`src/rtl/gpio_irq_pkg.sv`:
```
// Package for the user-project GPIO edge/interrupt block.
// Holds the Wishbone register addresses, the register index encoding
// and a small helper that expands byte selects into a bit mask.
package gpio_irq_pkg;

    localparam int MPRJ_IO_PADS = 38;

    localparam logic [31:0] ADDR_EN_L    = 32'h300F_FFC0;
    localparam logic [31:0] ADDR_EN_H    = 32'h300F_FFC4;
    localparam logic [31:0] ADDR_EDGE_L  = 32'h300F_FFC8;
    localparam logic [31:0] ADDR_EDGE_H  = 32'h300F_FFCC;
    localparam logic [31:0] ADDR_STAT_L  = 32'h300F_FFD0;
    localparam logic [31:0] ADDR_STAT_H  = 32'h300F_FFD4;
    localparam logic [31:0] ADDR_LEVEL_L = 32'h300F_FFD8;
    localparam logic [31:0] ADDR_LEVEL_H = 32'h300F_FFDC;

    // Register index = {group, half}; half 0 = bits 31:0, half 1 = upper pads.
    localparam logic [1:0] GRP_EN    = 2'd0;
    localparam logic [1:0] GRP_EDGE  = 2'd1;
    localparam logic [1:0] GRP_STAT  = 2'd2;
    localparam logic [1:0] GRP_LEVEL = 2'd3;

    localparam logic [2:0] REG_EN_L    = 3'd0;
    localparam logic [2:0] REG_EN_H    = 3'd1;
    localparam logic [2:0] REG_EDGE_L  = 3'd2;
    localparam logic [2:0] REG_EDGE_H  = 3'd3;
    localparam logic [2:0] REG_STAT_L  = 3'd4;
    localparam logic [2:0] REG_STAT_H  = 3'd5;
    localparam logic [2:0] REG_LEVEL_L = 3'd6;
    localparam logic [2:0] REG_LEVEL_H = 3'd7;

    function automatic logic [31:0] byte_mask(input logic [3:0] sel);
        return {{8{sel[3]}}, {8{sel[2]}}, {8{sel[1]}}, {8{sel[0]}}};
    endfunction

endpackage

```
`src/rtl/gpio_sync_edge.sv`:
```
// Per-pad synchroniser and edge detector.
// Each pad goes through two synchroniser flops (s1, s2) and a history
// flop (s3). Edges are derived from s2/s3 only.
// Ports:
//   i_clk  - clock
//   i_rst  - asynchronous active-high reset
//   i_pad  - raw pad inputs (asynchronous)
//   level  - synchronised pad level (s2)
//   rise   - s2 & ~s3
//   fall   - ~s2 & s3
module gpio_sync_edge #(
    parameter int WIDTH = 38
) (
    input  logic             i_clk,
    input  logic             i_rst,
    input  logic [WIDTH-1:0] i_pad,
    output logic [WIDTH-1:0] level,
    output logic [WIDTH-1:0] rise,
    output logic [WIDTH-1:0] fall
);

    logic [WIDTH-1:0] r_s1;
    logic [WIDTH-1:0] r_s2;
    logic [WIDTH-1:0] r_s3;

    always_ff @(posedge i_clk or posedge i_rst) begin
        if (i_rst) begin
            r_s1 <= '0;
            r_s2 <= '0;
            r_s3 <= '0;
        end else begin
            r_s1 <= i_pad;
            r_s2 <= r_s1;
            r_s3 <= r_s2;
        end
    end

    assign level = r_s2;
    assign rise  = r_s2 & ~r_s3;
    assign fall  = ~r_s2 & r_s3;

endmodule

```
`src/rtl/user_project_gpio_irq.sv`:
```
// GPIO edge-detect interrupt controller with a Wishbone slave port.
// Enabled rising/falling pad edges latch into sticky status bits (W1C);
// irq is the registered OR of all status bits.
// Ports:
//   wb_clk_i, wb_rst_i          - clock, asynchronous active-high reset
//   wbs_stb_i/cyc_i/we_i/sel_i  - Wishbone request controls
//   wbs_dat_i, wbs_adr_i        - write data, byte address
//   wbs_ack_o, wbs_dat_o        - registered acknowledge and read data
//   io_in                       - raw pad inputs
//   irq                         - level interrupt
module user_project_gpio_irq
    import gpio_irq_pkg::*;
#(
    parameter int NPADS = MPRJ_IO_PADS
) (
    input  logic             wb_clk_i,
    input  logic             wb_rst_i,
    input  logic             wbs_stb_i,
    input  logic             wbs_cyc_i,
    input  logic             wbs_we_i,
    input  logic [3:0]       wbs_sel_i,
    input  logic [31:0]      wbs_dat_i,
    input  logic [31:0]      wbs_adr_i,
    output logic             wbs_ack_o,
    output logic [31:0]      wbs_dat_o,
    input  logic [NPADS-1:0] io_in,
    output logic             irq
);

    logic [NPADS-1:0] r_en;
    logic [NPADS-1:0] r_edge;
    logic [NPADS-1:0] r_stat;
    logic             r_ack;
    logic [31:0]      r_dat;
    logic             r_irq;

    logic [NPADS-1:0] w_level;
    logic [NPADS-1:0] w_rise;
    logic [NPADS-1:0] w_fall;
    logic [NPADS-1:0] w_hit;

    logic             w_adr_hit;
    logic [2:0]       w_idx;
    logic [1:0]       w_grp;
    logic             w_half;
    logic             w_req;
    logic             w_wr;
    logic [31:0]      w_bmask;
    logic [NPADS-1:0] w_mask;
    logic [NPADS-1:0] w_wdata;
    logic [NPADS-1:0] w_clr;
    logic [NPADS-1:0] w_rsel;
    logic [63:0]      w_rd64;
    logic [31:0]      w_rdata;

    gpio_sync_edge #(
        .WIDTH (NPADS)
    ) u_sync (
        .i_clk (wb_clk_i),
        .i_rst (wb_rst_i),
        .i_pad (io_in),
        .level (w_level),
        .rise  (w_rise),
        .fall  (w_fall)
    );

    assign w_hit = r_en & ((r_edge & w_fall) | (~r_edge & w_rise));

    // Full 32-bit address decode.
    always_comb begin
        w_adr_hit = 1'b1;
        w_idx     = REG_EN_L;
        case (wbs_adr_i)
            ADDR_EN_L:    w_idx = REG_EN_L;
            ADDR_EN_H:    w_idx = REG_EN_H;
            ADDR_EDGE_L:  w_idx = REG_EDGE_L;
            ADDR_EDGE_H:  w_idx = REG_EDGE_H;
            ADDR_STAT_L:  w_idx = REG_STAT_L;
            ADDR_STAT_H:  w_idx = REG_STAT_H;
            ADDR_LEVEL_L: w_idx = REG_LEVEL_L;
            ADDR_LEVEL_H: w_idx = REG_LEVEL_H;
            default:      w_adr_hit = 1'b0;
        endcase
    end

    assign w_grp   = w_idx[2:1];
    assign w_half  = w_idx[0];
    assign w_req   = wbs_cyc_i & wbs_stb_i & ~r_ack & w_adr_hit;
    assign w_wr    = w_req & wbs_we_i;
    assign w_bmask = byte_mask(wbs_sel_i);

    // Map the 32-bit bus word onto the pad vector: pad i sits at bus bit
    // i mod 32 of whichever half the address selects.
    always_comb begin
        w_mask  = '0;
        w_wdata = '0;
        for (int unsigned i = 0; i < NPADS; i++) begin
            w_mask[i]  = ((i < 32) ? ~w_half : w_half) & w_bmask[i % 32];
            w_wdata[i] = wbs_dat_i[i % 32];
        end
    end

    assign w_clr = (w_wr && (w_grp == GRP_STAT)) ? (w_mask & w_wdata) : '0;

    always_comb begin
        w_rsel = '0;
        case (w_grp)
            GRP_EN:    w_rsel = r_en;
            GRP_EDGE:  w_rsel = r_edge;
            GRP_STAT:  w_rsel = r_stat;
            default:   w_rsel = w_level;
        endcase
    end

    assign w_rd64  = 64'(w_rsel);
    assign w_rdata = w_half ? w_rd64[63:32] : w_rd64[31:0];

    always_ff @(posedge wb_clk_i or posedge wb_rst_i) begin
        if (wb_rst_i) begin
            r_en   <= '0;
            r_edge <= '0;
        end else begin
            if (w_wr && (w_grp == GRP_EN))
                r_en <= (r_en & ~w_mask) | (w_wdata & w_mask);
            if (w_wr && (w_grp == GRP_EDGE))
                r_edge <= (r_edge & ~w_mask) | (w_wdata & w_mask);
        end
    end

    // Set has priority over a same-cycle W1C.
    always_ff @(posedge wb_clk_i or posedge wb_rst_i) begin
        if (wb_rst_i) begin
            r_stat <= '0;
            r_irq  <= 1'b0;
        end else begin
            r_stat <= (r_stat & ~w_clr) | w_hit;
            r_irq  <= |r_stat;
        end
    end

    always_ff @(posedge wb_clk_i or posedge wb_rst_i) begin
        if (wb_rst_i) begin
            r_ack <= 1'b0;
            r_dat <= '0;
        end else begin
            r_ack <= w_req;
            r_dat <= (w_req && !wbs_we_i) ? w_rdata : '0;
        end
    end

    assign wbs_ack_o = r_ack;
    assign wbs_dat_o = r_dat;
    assign irq       = r_irq;

endmodule

```
`config.mk`:
```
export PLATFORM = sky130hd
export DESIGN_NAME = user_project_gpio_irq
export DESIGN_NICKNAME = d
export VERILOG_FILES = /design/src/rtl/gpio_irq_pkg.sv /design/src/rtl/gpio_sync_edge.sv /design/src/rtl/user_project_gpio_irq.sv
export SDC_FILE = /design/constraint.sdc
export NUM_CORES = 1
export LEC_CHECK = 0
export ABC_CLOCK_PERIOD_IN_PS = 10600
export BUFFER_PORTS_ARGS = -buffer_cell sky130_fd_sc_hd__buf_2
export CORE_MARGIN = 1.5
export CORE_UTILIZATION = 45
export DETAILED_ROUTE_END_ITERATION = 16
export PLACE_DENSITY = 0.71
export SKIP_CTS_REPAIR_TIMING = 1
export SLEW_MARGIN = 10
export SYNTH_ARGS = -nofsm -noshare
export SYNTH_HDL_FRONTEND = slang
export SYNTH_SLANG_ARGS = --single-unit
```
`constraint.sdc`:
```
create_clock -name wb_clk_i -period 10.6 [get_ports wb_clk_i]
set_clock_uncertainty 0.15 [all_clocks]
set_input_delay 0.53 -clock wb_clk_i [delete_from_list [all_inputs] [get_ports wb_clk_i]]
set_output_delay 0.53 -clock wb_clk_i [all_outputs]
set_load 0.02 [all_outputs]
```
Yosys cells after proc, flatten, opt, wreduce, memory -nomap -nowiden
Index checks and enable logic that the tools add are counted.
{"block": "totals", "reg_bits": 262, "in_bits": 111, "out_inout_bits": 34, "wordCells": 62}
{"block": "op_classes", "n_eq_ne": 10, "mux": 6, "bitwise_logic": 29, "reduce_logical": 8}
{"operator": "AND 38 bit", "n": 9}
{"operator": "== test 32 x 30 -> 1 bit (second input constant)", "n": 8}
{"operator": "inverter 38 bit", "n": 5}
{"operator": "bitwise OR 38 bit", "n": 4}
{"operator": "case mux 38 bit (3 select lines)", "n": 1}
{"operator": "two-way mux 32 bit", "n": 2}
{"operator": "two-way mux 38 bit", "n": 1}
{"operator": "OR reduction 38 bit", "n": 1}
{"operator": "case mux 3 bit (7 select lines)", "n": 1}
{"operator": "AND 1 bit", "n": 9}
{"operator": "OR reduction 8 bit", "n": 1}
{"operator": "logical AND 1 bit", "n": 4}
{"operator": "== test 2 x 1 -> 1 bit (second input constant)", "n": 1}
{"operator": "== test 2 bit (second input constant)", "n": 1}
{"operator": "zero test 2 bit", "n": 1}
{"operator": "inverter 1 bit", "n": 2}
{"operator": "zero test 1 bit", "n": 1}
{"operator": "two-way mux 1 bit", "n": 1}

Depth between registers and ports, before layout
Gate-level depths: netlist (run 1).
{"block": "depth", "ltp_word": 10, "mapped_depth": 8, "mapped_depth_nobuf": 5}

Hierarchy
A second synthesis (run 1) with hierarchy kept.
{"block": "hier_totals", "cells_unflattened": 835, "hier_area_um2": 10998.0}
{"module": "user_project_gpio_irq", "instances": 1, "cells_each": 644, "area_per_inst_um2": 7475.9, "seq_area_each_um2": 3703.6}
{"module": "gpio_sync_edge", "instances": 1, "cells_each": 191, "area_per_inst_um2": 3522.1, "seq_area_each_um2": 2852.7}

Worst setup path after synthesis (run 1)
No wires, ideal clock.
{"block": "synth_timing", "path_type": "input port to flip-flop", "startpoint": "in wbs_adr_i[23]", "endpoint": "reg with a tool-made name", "arrival_ps": 3136, "required_ps": 10325, "slack_ps": 7190, "path_stages": 8, "n_path_buf": 3, "path_cell_list": "or4b_1 > or4_1 > buf_2 > or3_1 > buf_2 > buf_6 > nor4b_4 > mux2_2"}
{"item": "start, declared", "line": "user_project_gpio_irq.sv:23", "text": "input logic [31:0] wbs_adr_i,"}

==> results.md, run 1 <==
- Status: finished, final reports clean
- Worst EP arrival: between 3 and 4 ns
- Post-synthesis sequential area ratio: between 60% and 70%
- Sequential Power Share: between 40 and 50%
- # clock sinks: roughly 260
- RSZ-0062 raised after global routing: no
- Synth Instances: 867
- CTS root buf: clkbuf_16
- Pwr dens: around 170 nW/um2
- Number of H-tree levels: 1
- Worst setup EP type: flip-flop
- Gr ovfl total: 0
- Area delta synth->final: 23.4%
- Number of port buffers: about 140
- Int Power: around 1.7 mW
- Die span in x: ~150 um
- Setup_tns: 0 ns
- Number of global-route vias before repair: 7,233
- Ys async rst share: 100%
- Avg Inst Size Synth: between 10 and 15 um2
- Final hold viol count: 0
- EDFF count, synth: 0
- Non-Filler Instances: about 1,400
- Placed Cells: around 1,300
- WS Path Type: input pin to flip-flop
- Final setup violation count: 0
- Post-DRT Antenna Nets: 0
- Die Area: approximately 24,000 um2
- WL/cell: ~18 um
- WP data required: around 11 ns
- Post-synthesis register bit count: between 200 and 300
- Yosys warning count: 0
- Largest fanout on the critical path: 17
- Max clock buf depth: 3
- Syn Nets: slightly below 1,000
- TritonCTS clock tree: built
- I/O Pins: between 100 and 150
- Synth Cell Area: slightly above 10,000 um2
- Combinational Power Share: ~4%
- Clk network pwr share: approximately half
- Max_cap viols: 0
- Pre-CTS WS: about 6.5 ns
- Min Hold Slack: ~0.0035 ns
- Worst path slowest cell: or3_1
- GP Congestion: 0.760
- Initial DRC count: about 450
- First-pass GRT wire length: between 30 and 40 mm
- Ys flop type: dfrtp_1
- First drt pass iteration count: 5
- Initial Util: a little under half
- Min setup slack post-route: between 7 and 8 ns
- CTS buffer count: 28
- Core outline area: roughly 23,000 um2
- Nets: approximately 1,200
- Vias/cell: approximately 5.6
- Pleak: ~6.2 nW
- Met1 WL: 10.8 mm
- Slew HR: between 20 and 25%
- Largest net degree at the start of global routing: roughly 120
- Sw Pwr: between 0.4 and 0.5 mW
- DRC viols: 0
- Critical path launch point type: input pin
- Post-Route WL: about 25 mm
- Vias: about 7,500
- Global Route Usage Sum: approximately 21%
- Worst vdd ir: between 0.1 and 0.15 mV
- Met2 WL: between 10 and 15 mm
- Hpwl dp: ~15 mm
- Tmin final: between 3 and 4 ns
- Clock latency on the worst-skew pair: between 0.5 and 0.6 ns
- Site row count: 55
- CP Cell Sequence: buf_2 > or4b_1 > or4_1 > or3_1 > nor4b_4 > mux2_2
- Initial antenna violation count: 2
- Max Clk Rate: approximately 0.28 GHz
- Power Total: 2.18 mW
- Crit path largest cell delay: 0.83 ns
- Ratio of cells with drive above 1 in the final layout: between 20 and 30%
- HP Class: input pin to async pin
- Final Cycle Share: between 30 and 40%
- Sw frac: between 20% and 30%
- Post-layout util: a little under three fifths
- Post-route cell area: roughly 13,000 um2
- Met3 routed WL: ~1.7 mm
- Max Slew Vio Count: 0
- Highest Signal Layer: met5
- Worst-Margin Slew: between 1 and 1.5 ns
- Fill cell count: around 1,900
- Synth unique cells: 33
- Post-DP Area: ~11,000 um2
- Die H: 155 um
- CTS clock-pin slew for the worst setup and hold paths: approximately 0.060 ns
==> worst paths after layout <==
check / slack (ns) / start / cells after the start / endpoint
max: 7.02 / wbs_adr_i[23] / 6 / flip-flop
min in group wb_clk_i: 0.11 / wbs_dat_i[25] / 2 / flip-flop
max reg2reg: 7.72 / wbs_ack_o / 5 / r_stat[0]
max in group asynchronous: 8.85 / wb_rst_i / 3 / u_sync.r_s3[30]
min reg2reg: 0.19 / u_sync.r_s1[2] / 0 / u_sync.level[2]
min: 0.003 / wb_rst_i / 2 / u_sync.r_s1[3]
==> routing by layer <==
metal	vias up	global-route usage [%]
met5	-	0
met2	246	32.9
met3	39	3.92
met1	3792	28.7
met4	2	5.95
li1	3458	-
==> cell type report <==
cell class	instances	area (um2)	area share, %
tap	285	357	2.79
clock buffer	35	778	6.08
inverter	40	158	1.23
antenna	1	2.50	0.0196
clock inverter	17	248	1.94
sequential	262	6560	51.3
timing repair buffer	192	1180	9.19
multi-input combinational	525	3520	27.5
==> kinds of logic after synthesis <==
group	share of synthesized area, %
AO/OA/AOI/OAI	14.0
buffers and inverters	3.00
AND/OR/NAND/NOR	11.4
multiplexers	8.36
flip-flops	63.2
==> worst max-delay path, delay by kind of cell <==
kind                   cells  cell delay (ns)
buffers and inverters      1             0.10
multiplexers               1             0.41
AND/OR/NAND/NOR            4             2.78
==> placed cells by master, fill, tap and decap left out, types with 4 or more instances in the layout <==
| cell type | count |
|---|---|
| or3_1 | 8 |
| a21oi_1 | 38 |
| nor4_1 | 13 |
| clkinv_2 | 7 |
| mux2_2 | 72 |
| nor2_1 | 80 |
| nand2_1 | 120 |
| inv_1 | 39 |
| bufinv_16 | 6 |
| buf_2 | 144 |
| o31ai_1 | 6 |
| dlygate4sd3_1 | 38 |
| nor4b_4 | 4 |
| nand3b_1 | 7 |
| a22o_1 | 38 |
| o211a_1 | 26 |
| clkbuf_16 | 29 |
| o32ai_1 | 32 |
| o32a_1 | 12 |
| buf_4 | 10 |
| o21ai_0 | 44 |
| dfrtp_1 | 262 |
==> synthesized netlist by cell type (2+ instances only) <==
| cell | count | area [um2] |
|---|---|---|
| a21oi_1 | 38 | 190 |
| a22o_1 | 38 | 333 |
| buf_1 | 3 | 11.3 |
| buf_2 | 3 | 15.0 |
| clkbuf_1 | 33 | 124 |
| dfrtp_1 | 262 | 6560 |
| inv_1 | 40 | 150 |
| mux2_2 | 72 | 811 |
| mux2_4 | 3 | 45.0 |
| nand2_1 | 120 | 450 |
| nand3b_1 | 7 | 52.6 |
| nand4_1 | 3 | 18.8 |
| nand4b_1 | 3 | 26.3 |
| nor2_1 | 80 | 300 |
| nor2b_1 | 2 | 12.5 |
| nor3_1 | 2 | 10.0 |
| nor4_1 | 14 | 87.6 |
| nor4b_4 | 4 | 95.1 |
| nor4bb_1 | 2 | 20.0 |
| o211a_1 | 26 | 260 |
| o21ai_0 | 44 | 220 |
| o31ai_1 | 6 | 45.0 |
| o32a_1 | 12 | 120 |
| o32ai_1 | 32 | 280 |
| or2_2 | 2 | 12.5 |
| or3_1 | 8 | 50.1 |
| or4b_1 | 2 | 20.0 |
==> power by group through the flow <==
stage	clock network [mW]	registers, mW	logic (mW)
after CTS	1.08	1.04	0.0810
after floorplan	0	1.05	0.0407
final	1.06	1.04	0.0904
after detailed placement	0	1.05	0.0805
after global placement	0	1.05	0.0794
after global routing	1.12	1.04	0.102
Power figures use the tool's default switching activity.
==> run 2: changes to the inputs <==
ABC_CLOCK_PERIOD_IN_PS = 3750   (was 10600)
clock period = 3.75 ns   (was 10.6 ns; I/O delays follow)
==> run 2 against run 1 <==
Compared with the run above: clock-buffer cell count up 2; worst setup slack worse by 6.1 ns; die area unchanged; cell area up 3.2%; wire length rose by 1.5%; non-clock buffer count rose by 47; via count increased by 1.9%; first-iteration DRC count grew 37%; sequential share of layout area down 1.6 points; utilization rose by 1.8 points; global-route usage increased by 0.10 points; combinational power grew to 3.2 times the previous value; largest cell class unchanged.
==> results.md, run 2 (synthesis gave the netlist of run 1 again) <==
- Largest fanout on the critical path: 8 (-9)
- First-pass GRT wire length: 39.0 mm (+0.53%)
- TritonCTS clock tree: built
- Min Hold Slack: 0.0276 ns (+0.0242 ns)
- Reg-to-Reg Start: wbs_ack_o
- Tmin final: approximately 2.9 ns
- Highest-count cells in the layout ignoring fill and taps: 262 x dfrtp_1, 144 x buf_2, 120 x nand2_1
- First drt pass iteration count: 6 (+1)
- Cell depth of the worst hold path: 4
- Die Area: 24,000 um2 (unchanged)
- Number of global-route vias before repair: 7,271 (+0.53%)
- Critical path launch point type: input pin
- Worst-Margin Slew: 0.918 ns (-0.239 ns)
- Fill cell count: 1,861 (-1.4%)
- Final setup violation count: 0 (unchanged)
- DRC viols: 0 (unchanged)
- Post-DP Area: 11,500 um2 (+1.1%)
- Area delta synth->final: 27.3%
- Gr ovfl total: 0 (unchanged)
- Post-route cell area: 13,200 um2 (+3.2%)
- Max_cap viols: 0 (unchanged)
- Worst vdd ir: 0.366 mV (+230%)
- WL/cell: 17.9 um (-1.8%)
- Crit path largest cell delay: 0.58 ns (-0.25 ns)
- WP data required: 4.01 ns (-6.85 ns)
- Core outline area: 22,600 um2 (unchanged)
- Reg2Reg Depth: 5 (unchanged)
- I/O Pins: 145 (unchanged)
- HP Class: input pin to flip-flop
- Max Clk Rate: 0.349 GHz
- Initial Util: 45.8% (unchanged)
- Post-layout util: 58.3% (+1.8 points)
- Initial DRC count: 612 (+37%)
- Post-DRT Antenna Nets: 0 (unchanged)
- Largest net degree at the start of global routing: 173 (+41%)
- CTS clock-pin slew for the worst setup and hold paths: 0.06 ns (about the same)
- Final Cycle Share: about three quarters
- WS Path Type: input pin to flip-flop
- RSZ-0062 raised after global routing: no
- Vias/cell: 5.47 (-1.5%)
- Nets: 1,207 (+4.1%)
- Power Total: 6.11 mW (+180%)
- Post-Route WL: 25.1 mm (+1.5%)
- Status: finished, final reports clean
- Worst setup EP type: flip-flop
- Worst EP arrival: 3.13 ns (-0.71 ns)
- Max Slew Vio Count: 0 (unchanged)
- Worst path slowest cell: nor4b_4
- Die span in x: 155 um (unchanged)
- Leading cell type in the layout, fill and taps excluded: dfrtp_1
- # clock sinks: 262 (unchanged)
- CTS root buf: clkbuf_16
- Global Route Usage Sum: 20.7% (+0.10 points)
- CTS buffer count: 28 (unchanged)
- Worst setup path startpoint: wbs_adr_i[23]
- Non-Filler Instances: 1,403 (+3.4%)
- Clock latency on the worst-skew pair: 0.53 ns (about the same)
- Number of port buffers: 144 (unchanged)
- CP Cell Sequence: buf_2 > or4b_1 > or4_1 > or3_1 > buf_4 > nor4b_4 > mux2_2
- Max clock buf depth: 3 (unchanged)
- Site row count: 55 (unchanged)
- Slew HR: 38.8% (+17 points)
- Initial antenna violation count: 1 (-1)
- Final hold viol count: 0 (unchanged)
- Pleak: 6.38 nW (+3.1%)
- GP Congestion: 0.804 (+5.8%)
- Vias: 7,677 (+1.9%)
- Worst hold start: wbs_we_i
- Die H: 155 um (unchanged)
- Hpwl dp: 15.9 mm (+3.9%)
- Number of H-tree levels: 1 (unchanged)
- Ratio of cells with drive above 1 in the final layout: 26.9% (-0.033 points)
- Placed Cells: 1,280 (+1.1%)
- Pwr dens: 463 nW/um2 (+170%)
[run 2: cell type report]
cell class	count	area, um2	share of cell area, %
Clock inverter	14	176	1.34
Tap cell	285	357	2.70
Timing Repair Buffer	239	1640	12.4
Multi-Input combinational cell	525	3510	26.6
Inverter	40	154	1.17
Antenna cell	1	2.50	0.0190
Clock buffer	37	806	6.11
Sequential cell	262	6560	49.7
[run 2: power breakdown]
group / internal [mW] / leakage (nW) / switching, mW
sequential: 2.89 / 3.40 / 0.0391
combinational: 0.125 / 2.49 / 0.165
clock: 1.78 / 0.489 / 1.11
[run 2: worst max-delay path, delay by kind of cell]
kind          cells  cell delay [ns]
simple gates      4             2.20
mux               1             0.41
buf+inv           2             0.32
[run 2: per-stage QoR]
stage                     setup TNS [ns]  setup slack (ns)
after floorplan                   -11.28           -0.0430
after global placement                 0             0.389
after detailed placement               0             0.309
after CTS                              0             0.856
after global routing                   0             0.787
final                                  0             0.884
[run 2: final timing paths]
path	slack (ns)	to
setup reg to reg	1.08	flip-flop
hold reg to reg	0.19	u_sync.level[0]
hold / removal	0.03	wbs_dat_o[4]
min in group asynchronous	0.21	u_sync.r_s1[35]
setup / recovery	0.88	flip-flop
max in group asynchronous	2.41	async pin
[run 2: per-layer routing]
metal	vias to the layer above	GRT usage [%]	wire length, um
met5	-	0	0
met4	0	6.55	458
met3	36	4.09	1370
met2	253	32.5	11800
met1	3843	29.0	11400
li1	3545	-	-
==> run 3: changes to the inputs <==
ABC_AREA = 1   (was default)
ABC_CLOCK_PERIOD_IN_PS = 2800   (was 3750)
clock period = 2.8 ns   (was 3.75 ns; I/O delays follow)
==> run 3 against run 2 <==
Compared with the run above: clock power rose by 30%; sequential power rose by 33%; synthesized cell count rose by 45%; utilization barely moved; via count rose by 24%; die area rose by 5.9%; clock-buffer cell count fell by 3; wire length rose by 15%; cell area rose by 6.6%; worst setup slack got worse by 0.47 ns; final cell count rose by 32%; largest cell class unchanged; critical path type is now flip-flop to flip-flop.
==> results.md, run 3 <==
- Highest-count cells in the layout ignoring fill and taps: 412 x nand2_1, 262 x dfrtp_1, 144 x buf_2
- Die Area: 25,400 um2 (+5.9%)
- # clock sinks: 262 (unchanged)
- CTS buffer count: 27 (-3.6%)
- Gr ovfl total: 0 (unchanged)
- First-pass GRT wire length: 44.7 mm (+15%)
- Final Cycle Share: between 80% and 90%
- Adder-cell share of the synthesized area: 0% (unchanged)
- Worst setup EP type: flip-flop
- Site row count: 57 (+3.6%)
- Seq. cell area: 6560 um2 (unchanged)
- Number of global-route vias before repair: 8,631 (+19%)
- CTS root buf: clkbuf_16
- I/O Pins: 145 (unchanged)
- Number of H-tree levels: 1 (unchanged)
- Simple-gate share of the synthesized area: 29.7% (+18 points)
- Synth area leaders: dfrtp_1 60%, nand2_1 14%, nand3_1 6.1%
- Initial Util: 45.6% (-0.21 points)
- Ys async rst share: 100% (unchanged)
- Most used cell, CP: buf_4
- Synth Cell Area: 11,000 um2 (+6.0%)
- DRC viols: 0 (unchanged)
- Post-layout util: 58.3% (about the same)
- Xor/xnor share of the synthesized area: 0% (unchanged)
- Global Route Usage Sum: 22.0% (+1.4 points)
- Final hold viol count: 0 (unchanged)
- Die span in x: 159 um (+2.9%)
- Worst vdd ir: 0.492 mV (+34%)
- Synth Instances: 1,256 (+45%)
- Synth unique cells: 29 (-12%)
- Nets: 1,623 (+34%)
- Post-DRT Antenna Nets: 0 (unchanged)
- Largest net degree at the start of global routing: 56 (-68%)
- Fill cell count: 2,136 (+15%)
- Core outline area: 24,100 um2 (+6.5%)
- Initial antenna violation count: 0 (-1)
- TritonCTS clock tree: built
- Post-Route WL: 28.7 mm (+15%)
- Most numerous cell in the Yosys netlist: nand2_1
- Post-synthesis sequential area ratio: 59.7% (-3.6 points)
- Worst EP arrival: 2.73 ns (-0.40 ns)
- Clock latency on the worst-skew pair: 0.55 ns (+0.02 ns)
- Yosys warning count: 0 (unchanged)
- Power Total: 8.05 mW (+32%)
- Worst-Margin Slew: 0.795 ns (-0.124 ns)
- Ys flop type: dfrtp_1
- Pwr dens: 573 nW/um2 (+24%)
- Avg Inst Size Synth: 8.75 um2 (-27%)
- Area leader, netlist: dfrtp_1
- Synth top cells by count: 412 x nand2_1, 262 x dfrtp_1, 133 x nand3_1
- Max_cap viols: 0 (unchanged)
- Post-synthesis compound-gate area fraction: 5.35% (-8.6 points)
- Crit path largest cell delay: 0.55 ns (-0.03 ns)
- Mux contribution to synthesized area: 0% (-8.4 points)
- Leading cell type in the layout, fill and taps excluded: nand2_1
- Largest fanout on the critical path: 14 (+6)
- Post-synthesis register bit count: 262 (unchanged)
- Crit-path leading delay family: buffers and inverters
- Min setup slack post-route: 0.412 ns (-0.472 ns)
- RSZ-0062 raised after global routing: no
- Critical path launch point type: flip-flop
- EDFF count, synth: 0 (unchanged)
- Max Slew Vio Count: 0 (unchanged)
- Initial DRC count: 755 (+23%)
- Vias/cell: 5.13 (-6.3%)
- Slew HR: 46.9% (+8.1 points)
- Yosys top cell area share: 59.7% (-3.6 points)
- Syn Nets: 1,367 (+40%)
- WS Path Type: flip-flop to flip-flop
- CTS clock-pin slew for the worst setup and hold paths: 0.06 ns (about the same)
- Max clock buf depth: 3 (unchanged)
- Hpwl dp: 18.7 mm (+17%)
- Antenna fix cells: 0 (-1)
- Die H: 159 um (+2.9%)
- Worst path slowest cell: dlygate4sd3_1
- Ratio of cells with drive above 1 in the final layout: 17.2% (-9.6 points)
- Max Clk Rate: about 0.42 GHz
- CP bufs+invs: 3 (+1)
- Number of port buffers: 144 (unchanged)
- Area of the multi-input gates: 3860 um2 (+9.9%)
- Final setup violation count: 0 (unchanged)
- Status: finished, final reports clean
- Main combinational cell family by area after synthesis: simple AND/OR/NAND/NOR gates
- Area delta synth->final: 28.0%
- CP Cell Sequence: nor2_1 > buf_4 > nand3_2 > nor2_4 > buf_4 > nand3_1 > dlygate4sd3_1 > nand2_1
- Tmin final: roughly 2.4 ns
- Pleak: 7.09 nW (+11%)
- WP data required: 3.14 ns (-0.87 ns)
- First drt pass iteration count: 5 (-1)
- HP Class: input pin to flip-flop
- GP Congestion: 0.852 (+5.9%)
- Pre-CTS WS: 0.351 ns (+0.0426 ns)
- Vias: 9,521 (+24%)
- WL/cell: 15.5 um (-13%)
## run 3: routing by layer
layer | part of all wire (%) | global-route usage (%) | up-vias | wire (um)
met5 | 0 | 0 | - | 0
met4 | 2.4 | 6.09 | 0 | 698
met3 | 7.2 | 4.32 | 56 | 2070
met2 | 47 | 35.3 | 368 | 13400
met1 | 44 | 30.7 | 4526 | 12600
li1 | - | - | 4571 | -
## run 3: layout make-up
| class | instances | area share, % |
|---|---|---|
| clock inverter | 15 | 1.41 |
| multi-input combinational | 853 | 27.4 |
| tap | 324 | 2.88 |
| inverter | 108 | 2.92 |
| clock buffer | 34 | 5.28 |
| timing repair buffer | 260 | 13.5 |
| sequential | 262 | 46.6 |
## run 3: kinds of logic (layout without fill, tap and decap cells)
family	count (synthesis)	count (layout)
compound gates	110	110
buf+inv	141	417
flops	262	262
simple gates	743	743
## run 3: worst paths after layout
check | startpoint | slack (ns) | cells past startpoint | end
setup / recovery | wbs_ack_o | 0.41 | 8 | flip-flop
hold / removal | io_in[23] | 0.07 | 2 | u_sync.r_s1[23]
setup reg to reg | wbs_ack_o | 0.41 | 8 | flip-flop
hold reg to reg | u_sync.r_s1[6] | 0.20 | 0 | u_sync.level[6]
max in group asynchronous | wb_rst_i | 1.64 | 4 | wbs_dat_o[25]
min in group asynchronous | wb_rst_i | 0.16 | 3 | u_sync.level[1]
## run 3: through the flow
stage / setup TNS, ns / cells / instance area, um2 / hold WS [ns]
2_1_floorplan: -247.73 / 1256 / 11000 / 0.0214
3_3_place_gp: 0 / 1722 / 12300 / 0.0978
3_5_place_dp: 0 / 1722 / 12300 / 0.0993
4_1_cts: 0 / 1771 / 13200 / -0.485
5_1_grt: 0 / 1856 / 14100 / 0.0580
6_report: 0 / 1856 / 14100 / 0.0719
## run 3: power by group
part	switching, mW	internal [mW]	leakage (nW)
registers	0.0440	3.87	3.19
clock network	1.50	2.25	0.463
logic	0.211	0.172	3.44
total	1.76	6.29	7.09
